File: config.mk
export PLATFORM = sky130hd
export DESIGN_NAME = multicycle_main_control
export DESIGN_NICKNAME = d
export VERILOG_FILES = /design/src/rtl/multicycle_main_control.sv
export SDC_FILE = /design/constraint.sdc
export NUM_CORES = 1
export LEC_CHECK = 0
export BUFFER_PORTS_ARGS = -buffer_cell sky130_fd_sc_hd__buf_2
export CAP_MARGIN = 40
export CORE_MARGIN = 2
export CORE_UTILIZATION = 25
export CTS_CLUSTER_DIAMETER = 80
export DETAILED_ROUTE_END_ITERATION = 16
export HOLD_SLACK_MARGIN = 0.1
export PLACE_DENSITY = 0.5
export SLEW_MARGIN = 10
export SYNTH_ARGS = -nofsm -noshare
export SYNTH_HDL_FRONTEND = slang
export SYNTH_SLANG_ARGS = --single-unit
File: constraint.sdc
create_clock -name i_clk -period 2.6 [get_ports i_clk]
set_input_delay 0.26 -clock i_clk [delete_from_list [all_inputs] [get_ports i_clk]]
set_output_delay 0.26 -clock i_clk [all_outputs]
set_load 0.005 [all_outputs]
File: src/rtl/multicycle_main_control.sv
// Main control FSM for the SOIN-RV multi-cycle RV32I core.
// Sequences fetch/decode/execute/memory/writeback, drives datapath selects and
// strobes, and handshakes with a variable-latency memory via i_MemReady.
// Optional feature macro: CONTROL_TRAP_EN (illegal opcode traps instead of
// retiring as a NOP).
module multicycle_main_control #(
  parameter int unsigned STALL_CNT_W = 16
) (
  input  logic                   i_clk,
  input  logic                   i_rst,
  input  logic [6:0]             i_Opcode,
  input  logic [2:0]             i_Funct3,
  input  logic                   i_Zero,
  input  logic                   i_Lt,
  input  logic                   i_Ltu,
  input  logic                   i_MemReady,
  output logic [1:0]             o_ALUOp,
  output logic                   o_Funct7Zero,
  output logic [1:0]             o_ALUSrcA,
  output logic [1:0]             o_ALUSrcB,
  output logic [1:0]             o_ResultSrc,
  output logic                   o_AdrSrc,
  output logic                   o_MemRead,
  output logic                   o_MemWrite,
  output logic                   o_IRWrite,
  output logic                   o_PCWrite,
  output logic                   o_RegWrite,
  output logic                   o_Retire,
  output logic                   o_Illegal,
  output logic [STALL_CNT_W-1:0] o_StallCnt
);

  localparam logic [6:0] OpLoad   = 7'b0000011;
  localparam logic [6:0] OpStore  = 7'b0100011;
  localparam logic [6:0] OpAluR   = 7'b0110011;
  localparam logic [6:0] OpAluI   = 7'b0010011;
  localparam logic [6:0] OpBranch = 7'b1100011;
  localparam logic [6:0] OpJal    = 7'b1101111;
  localparam logic [6:0] OpJalr   = 7'b1100111;
  localparam logic [6:0] OpLui    = 7'b0110111;

  typedef enum logic [3:0] {
    StFetch,
    StDecode,
    StMemAddr,
    StMemRead,
    StMemWb,
    StMemWrite,
    StExecR,
    StExecI,
    StAluWb,
    StBranch,
    StJal,
    StJalr,
    StJalr2,
    StLui
`ifdef CONTROL_TRAP_EN
    , StTrap
`endif
  } state_e;

  state_e                 state_q, state_d;
  logic [STALL_CNT_W-1:0] stall_q, stall_d;
  logic                   opcode_legal;
  logic                   branch_taken;

  // Opcode is recognised by the decode dispatch.
  always_comb begin
    opcode_legal = i_Opcode inside {OpLoad, OpStore, OpAluR, OpAluI, OpBranch, OpJal, OpJalr,
                                    OpLui};
  end

  // Branch condition from ALU flags; funct3 010/011 have no branch meaning.
  always_comb begin
    branch_taken = 1'b0;
    case (i_Funct3)
      3'b000:  branch_taken = i_Zero;
      3'b001:  branch_taken = ~i_Zero;
      3'b100:  branch_taken = i_Lt;
      3'b101:  branch_taken = ~i_Lt;
      3'b110:  branch_taken = i_Ltu;
      3'b111:  branch_taken = ~i_Ltu;
      default: branch_taken = 1'b0;
    endcase
  end

  // Next-state dispatch.
  always_comb begin
    state_d = state_q;
    case (state_q)
      StFetch:    if (i_MemReady) state_d = StDecode;
      StDecode: begin
        case (i_Opcode)
          OpLoad, OpStore: state_d = StMemAddr;
          OpAluR:          state_d = StExecR;
          OpAluI:          state_d = StExecI;
          OpBranch:        state_d = StBranch;
          OpJal:           state_d = StJal;
          OpJalr:          state_d = StJalr;
          OpLui:           state_d = StLui;
`ifdef CONTROL_TRAP_EN
          default:         state_d = StTrap;
`else
          default:         state_d = StFetch;
`endif
        endcase
      end
      // Opcode bit 5 separates store (0100011) from load (0000011).
      StMemAddr:  state_d = i_Opcode[5] ? StMemWrite : StMemRead;
      StMemRead:  if (i_MemReady) state_d = StMemWb;
      StMemWb:    state_d = StFetch;
      StMemWrite: if (i_MemReady) state_d = StFetch;
      StExecR:    state_d = StAluWb;
      StExecI:    state_d = StAluWb;
      StAluWb:    state_d = StFetch;
      StBranch:   state_d = StFetch;
      StJal:      state_d = StAluWb;
      StJalr:     state_d = StJalr2;
      StJalr2:    state_d = StFetch;
      StLui:      state_d = StAluWb;
`ifdef CONTROL_TRAP_EN
      StTrap:     state_d = StTrap;
`endif
      default:    state_d = StFetch;
    endcase
  end

  // Saturating count of cycles spent waiting on memory.
  always_comb begin
    stall_d = stall_q;
    if ((state_q == StFetch || state_q == StMemRead || state_q == StMemWrite) && !i_MemReady &&
        stall_q != {STALL_CNT_W{1'b1}}) begin
      stall_d = stall_q + STALL_CNT_W'(1);
    end
  end

  // State and stall counter registers.
  always_ff @(posedge i_clk or posedge i_rst) begin
    if (i_rst) begin
      state_q <= StFetch;
      stall_q <= '0;
    end else begin
      state_q <= state_d;
      stall_q <= stall_d;
    end
  end

`ifdef CONTROL_TRAP_EN
  logic illegal_q;

  // Sticky illegal flag, set on the transition into the trap state.
  always_ff @(posedge i_clk or posedge i_rst) begin
    if (i_rst) begin
      illegal_q <= 1'b0;
    end else if (state_q == StDecode && !opcode_legal) begin
      illegal_q <= 1'b1;
    end
  end

  assign o_Illegal = illegal_q;
`else
  assign o_Illegal = 1'b0;
`endif

  assign o_StallCnt = stall_q;

  // Moore decode of selects/strobes; reset forces everything low immediately.
  always_comb begin
    o_ALUOp      = 2'b00;
    o_Funct7Zero = 1'b0;
    o_ALUSrcA    = 2'b00;
    o_ALUSrcB    = 2'b00;
    o_ResultSrc  = 2'b00;
    o_AdrSrc     = 1'b0;
    o_MemRead    = 1'b0;
    o_MemWrite   = 1'b0;
    o_IRWrite    = 1'b0;
    o_PCWrite    = 1'b0;
    o_RegWrite   = 1'b0;
    o_Retire     = 1'b0;
    case (state_q)
      StFetch: begin
        o_MemRead   = 1'b1;
        o_ALUSrcB   = 2'b01;
        o_ResultSrc = 2'b10;
        o_IRWrite   = i_MemReady;
        o_PCWrite   = i_MemReady;
      end
      StDecode: begin
        o_ALUSrcA = 2'b10;
        o_ALUSrcB = 2'b10;
`ifndef CONTROL_TRAP_EN
        // Unknown opcodes retire as a NOP.
        o_Retire  = ~opcode_legal;
`endif
      end
      StMemAddr: begin
        o_ALUSrcA = 2'b01;
        o_ALUSrcB = 2'b10;
      end
      StMemRead: begin
        o_AdrSrc  = 1'b1;
        o_MemRead = 1'b1;
      end
      StMemWb: begin
        o_ResultSrc = 2'b01;
        o_RegWrite  = 1'b1;
        o_Retire    = 1'b1;
      end
      StMemWrite: begin
        o_AdrSrc   = 1'b1;
        o_MemWrite = 1'b1;
        o_Retire   = i_MemReady;
      end
      StExecR: begin
        o_ALUSrcA = 2'b01;
        o_ALUOp   = 2'b10;
      end
      StExecI: begin
        o_ALUSrcA    = 2'b01;
        o_ALUSrcB    = 2'b10;
        o_ALUOp      = 2'b10;
        // Shift-right-immediate needs funct7 to tell SRLI from SRAI.
        o_Funct7Zero = (i_Funct3 != 3'b101);
      end
      StAluWb: begin
        o_RegWrite = 1'b1;
        o_Retire   = 1'b1;
      end
      StBranch: begin
        o_ALUSrcA = 2'b01;
        o_ALUOp   = 2'b01;
        o_Retire  = 1'b1;
        o_PCWrite = branch_taken;
      end
      StJal: begin
        o_ALUSrcA = 2'b10;
        o_ALUSrcB = 2'b01;
        o_PCWrite = 1'b1;
      end
      StJalr: begin
        o_ALUSrcA   = 2'b01;
        o_ALUSrcB   = 2'b10;
        o_ResultSrc = 2'b10;
        o_PCWrite   = 1'b1;
      end
      StJalr2: begin
        o_ALUSrcA   = 2'b10;
        o_ALUSrcB   = 2'b01;
        o_ResultSrc = 2'b10;
        o_RegWrite  = 1'b1;
        o_Retire    = 1'b1;
      end
      StLui: begin
        o_ALUSrcA = 2'b11;
        o_ALUSrcB = 2'b10;
      end
      default: ;
    endcase
    if (i_rst) begin
      o_ALUOp      = 2'b00;
      o_Funct7Zero = 1'b0;
      o_ALUSrcA    = 2'b00;
      o_ALUSrcB    = 2'b00;
      o_ResultSrc  = 2'b00;
      o_AdrSrc     = 1'b0;
      o_MemRead    = 1'b0;
      o_MemWrite   = 1'b0;
      o_IRWrite    = 1'b0;
      o_PCWrite    = 1'b0;
      o_RegWrite   = 1'b0;
      o_Retire     = 1'b0;
    end
  end

endmodule

# Word level (Yosys, flattened, before mapping)
# Index checks and enable logic that the tools add are counted.
dict set report word_totals {
  register_bits 20
  output_inout_bits 33
}
dict set report classes {
  n_reduce_logical 22
  n_eq_ne 31
  bitwise_logic 4
  n_addsub 1
  muxes 31
}
# cell n
set ops {}
lappend ops {{$pmux 4 s7} 2}
lappend ops {{$eq 4x4->1 const B} 6}
lappend ops {{$eq 7x6->1 const B} 3}
lappend ops {{$eq 7x7->1 const B} 3}
lappend ops {{$add 16x1->16 const B} 1}
lappend ops {{$eq 4x3->1 const B} 4}
lappend ops {{$ne 16x16->1 const B} 1}
lappend ops {{$mux 1} 14}
lappend ops {{$eq 3x3->1 const B} 4}
lappend ops {{$mux 4} 3}
lappend ops {{$pmux 2 s2} 3}
lappend ops {{$reduce_or 3->1} 4}
lappend ops {{$reduce_or 2->1} 5}
lappend ops {{$reduce_or 5->1} 2}
lappend ops {{$eq 4x2->1 const B} 2}
lappend ops {{$mux 2} 4}
lappend ops {{$reduce_bool 8->1} 1}
lappend ops {{$reduce_or 4->1} 2}
lappend ops {{$eq 7x2->1 const B} 1}
lappend ops {{$eq 7x5->1 const B} 1}
lappend ops {{$ne 2x2->1 const B} 3}
lappend ops {{$pmux 1 s3} 2}
lappend ops {{$pmux 1 s6} 1}
lappend ops {{$pmux 2 s3} 1}
lappend ops {{11 further kinds} 16}

# Logic depth before layout (Yosys ltp)
dict set report depth {
  ltp_word 5
  ltp_mapped 6
}

# Least setup slack after synthesis
# OpenSTA, ideal clock, no wires.
dict set report synth_timing {
  kind {register to register}
  startpoint {register stall_q[11] (netlist: o_StallCnt[11])}
  endpoint {register stall_q[15] (netlist: o_StallCnt[15])}
  t_arrival_ns 1.550
  stages_incl_launch_ff 7
  synth_period_minus_slack_ns 1.674
  slack_ns 0.926
  path_buffers 1
  required_time_ns 2.477
  path_cell_list {dfrtp_1 -> and3_4 -> and4_1 -> buf_6 -> a2111oi_4 -> nand4_1 -> xnor2_1}
}
dict set report synth_via {
  elab_chain_len 2
  elab_cells_between_ends 3
  cone_classes {1 x add/sub; 1 x eq/ne; 1 x reduce/logical}
}
# element line_no
set synth_rtl {}
lappend synth_rtl {{from (decl)} 63} ;# logic [STALL_CNT_W-1:0] stall_q, stall_d;
lappend synth_rtl {{from (signal assigned)} 144} ;# stall_q <= stall_d;
lappend synth_rtl {{parallel branches: the longest is 2 deep, another holds $add 16x1->16} --}
# Parallel ways; which one is timed is not known.
# A chain may end at the register's enable or synchronous reset.

# Worst setup path in the final report
dict set report layout_timing {
  startpoint {register state_q[2]}
  endpoint {output port o_AdrSrc}
}
dict set report layout_via {
  elab_chain_len 4
  elab_cells_between_ends 5
  cone_classes {2 x eq/ne; 2 x mux; 1 x reduce/logical}
}
# element line_no
set layout_rtl {}
lappend layout_rtl {{from (decl)} 62} ;# state_e state_q, state_d;
lappend layout_rtl {{from (signal assigned)} 140} ;# state_q <= StFetch;
lappend layout_rtl {{from (signal assigned)} 143} ;# state_q <= state_d;
lappend layout_rtl {{$eq 4x2->1 / $eq 4x3->1 (equally long branches)} 181} ;# case (state_q)
lappend layout_rtl {{$reduce_or 2->1 (no source line) (*)} --}
lappend layout_rtl {{$mux 1 (*)} 181}
lappend layout_rtl {{$mux 1 (*)} 260} ;# if (i_rst) begin
lappend layout_rtl {{to (decl)} 22} ;# output logic o_AdrSrc,
# Every way passes the cells marked *; elsewhere a longest branch is shown, timed or not.

==> results.cfg <==
[run_status]
status = finished clean

[layout]
antenna_cells = 0
area_growth_pct = 24.2
fill_cells = 657
fin_nets = 237
drive_above_1_share_pct = 27.9
fin_area_um2 = 1840

[cts]
h-tree-depth = 1
clock_sinks = 20
clockRootBuffer = clkbuf_8
clock_path_buffers = 2
cts_tree = built
clk_latency_ps = 250
cts_setup_buffers = 0
cts_resized = 0
hold_buffers = 0
path_clk_slew_ps = 80
numCtsBuffers = 3

[synthesis]
seq_area_frac_synth_pct = 33.8
ys_ff_latch = 20
synth_top_family_by_area = simple AND/OR/NAND/NOR gates
async_reset_ff_share_pct = 100
synthCells = 175
synth_top_area_cell = dfrtp_1
synthTopCellsByCount = dfrtp_1, nand2_1, xnor2_1
synth_compound_area_share_pct = 18.3
synth_nets = 192
synth_xor_area_share_pct = 10.6
yosysTopAreaCellShare_pct = 33.8
avgSynthCellArea_um2 = 8.47
yosysWarnings = 0
synthTopCellsByArea = dfrtp_1, xnor2_1, nand2_1
synthAdderAreaFrac_pct = 0.844
synth_cell_types = 45
synth-edff-count = 0
synth_most_common_cell = dfrtp_1
ys.flop_type = dfrtp_1
synthMuxAreaShare_pct = 2.87
yosys.area_share.simple_pct = 28.6
syn_area_um2 = 1480

[drt]
antenna_left = 0
drc_errors = 0
drt-total-wl_um = 3550
vias = 1407
first_pass_iters = 4
viasPerCell = 4.79
dr.first_iter.drc_count = 104
wl_per_cell_um = 12.1

[power]
p_per_area_nw_per_um2 = 505
ir_drop_mv = 0.248
p_leak_nw = 0.841

[global_routing]
grt_overflow = 0
grt_pass1_wl_um = 5820
grt_pass1_vias = 1265
grt_max_degree = 23
grt_util_all_layers_pct = 10.8
antenna_found_initial = 0

[placement]
gp_congestion = 0.723
pre_cts_ws_ps = 678
placed_cell_area_um2 = 1790
port_buffers = 47
hpwl_um = 2640

[timing]
hold_slack_ps = 156
tightest_slew_ps = 582
fmax_mhz = 474
worst_slack_ps = 492
rsz0062_at_grt = no
final_max_slew_viol_count = 0
finalHoldViolCount = 0
final.setup_skew_ps = 5.32
setup_viol = 0
fin_crit_sh_pct = 81.1
finalSetupTns_ps = 0
relSlewSlack_pct = 61.2
period_minus_slack_ps = 2110

[floorplan]
rows = 28
coreArea_um2 = 5820
num_io_pins = 49
die_y_um = 81.0
fp.dieW_um = 81.0
start_util_pct = 25.5
design.die.area_um2 = 6560

[worst_setup_path]
crit_chain = nand2b_1, a2111oi_0, buf_2
worst_path_largest_cell_delay_ps = 710
cp-end-kind = primary output
start_kind = flip-flop
slowest_stage = dfrtp_1
worstPathRequired_ps = 2340
critPathArrivalTime_ps = 1850
critPathMaxFanout = 20
crit_type = flip-flop to primary output

[worst_hold_path]
hp-class = primary input to async pin

[job]
drv_cap = 0
==> cells in the final DEF (no fill, tap or decap), types with 3 or more instances in the layout <==
cell and n:
a21oi_1 9, and2_1 3, and3_1 4, buf_2 47, buf_4 4, clkbuf_8 4
dfrtp_1 20, inv_1 4, nand2_1 18, nand2b_1 5, nand3_1 6, nand3b_1 4
nand4_1 6, nor2_1 11, nor2b_1 3, nor3_1 12, nor4_1 3, o21a_1 3
o21ai_0 9, xnor2_1 13, xor2_1 5
==> report_power, final <==
group | total (W) | switching (W) | internal [W]
logic | 0.000278 | 0.000141 | 0.000138
registers | 0.000417 | 0.0000607 | 0.000357
clock network | 0.000235 | 0.000100 | 0.000135
==> worst max-delay path, delay by kind of cell (launching register included) <==
kind                   cells  cell delay (ps)
DFF                        1              710
AOI/OAI and AO/OA          1              460
and+or+nand+nor            1              220
buffers and inverters      1              200
==> path summary, 6_finish.rpt <==
path                            slack, ps        endpoint  depth (start not counted)          start
worst max-delay path                  490        o_AdrSrc                          3     state_q[2]
worst min-delay path                  160  o_StallCnt[10]                          3          i_rst
worst max register to register        660   o_StallCnt[1]                          4     state_q[0]
worst min register to register        490   o_StallCnt[5]                          1  o_StallCnt[5]
max in group asynchronous            2210      state_q[3]                          3          i_rst
min in group i_clk                    350      state_q[0]                          3    i_Opcode[3]
==> cell families (layout without fill, tap and decap cells) <==
kind of cell	after synthesis	after routing
buffers and inverters	15	59
and+or+nand+nor	80	80
DFF	20	20
other	1	1
adders and majority gates	1	1
AOI/OAI and AO/OA	36	36
muxes	4	4
xor gates and xnor gates	18	18
==> routing by layer <==
layer  global-route usage (%)  vias up  share of wire [%]
met3                     1.67        2                3.1
li1                         -      714                  -
met4                     1.02        0               0.51
met1                     15.3      666                 48
met5                        0        -                  0
met2                     18.0       25                 48
==> stage by stage <==
stage | std cells | total power [W] | utilization [%]
floorplan | 175 | 0.000591 | -
global placement | 290 | 0.000704 | 30.7
detailed placement | 290 | 0.000705 | 30.7
CTS | 294 | 0.000944 | 31.7
global route | 294 | 0.00100 | 31.7
finish | 294 | 0.000930 | 31.7
==> registers in the layout (all words and copies together), names as in the netlist <==
| name | count |
|---|---|
| state_q | 4 |
| o_StallCnt | 16 |
==> final cells by class <==
class                      count  area, um2  area share (%)
multi-input combinational    140        912            49.5
clock buffer                   4       55.1            2.99
inverter                       4       15.0           0.815
sequential                    20        500            27.2
tap                           75       93.8            5.10
timing repair buffer          51        265            14.4
Note: power is estimated with default switching activity, not from simulation.
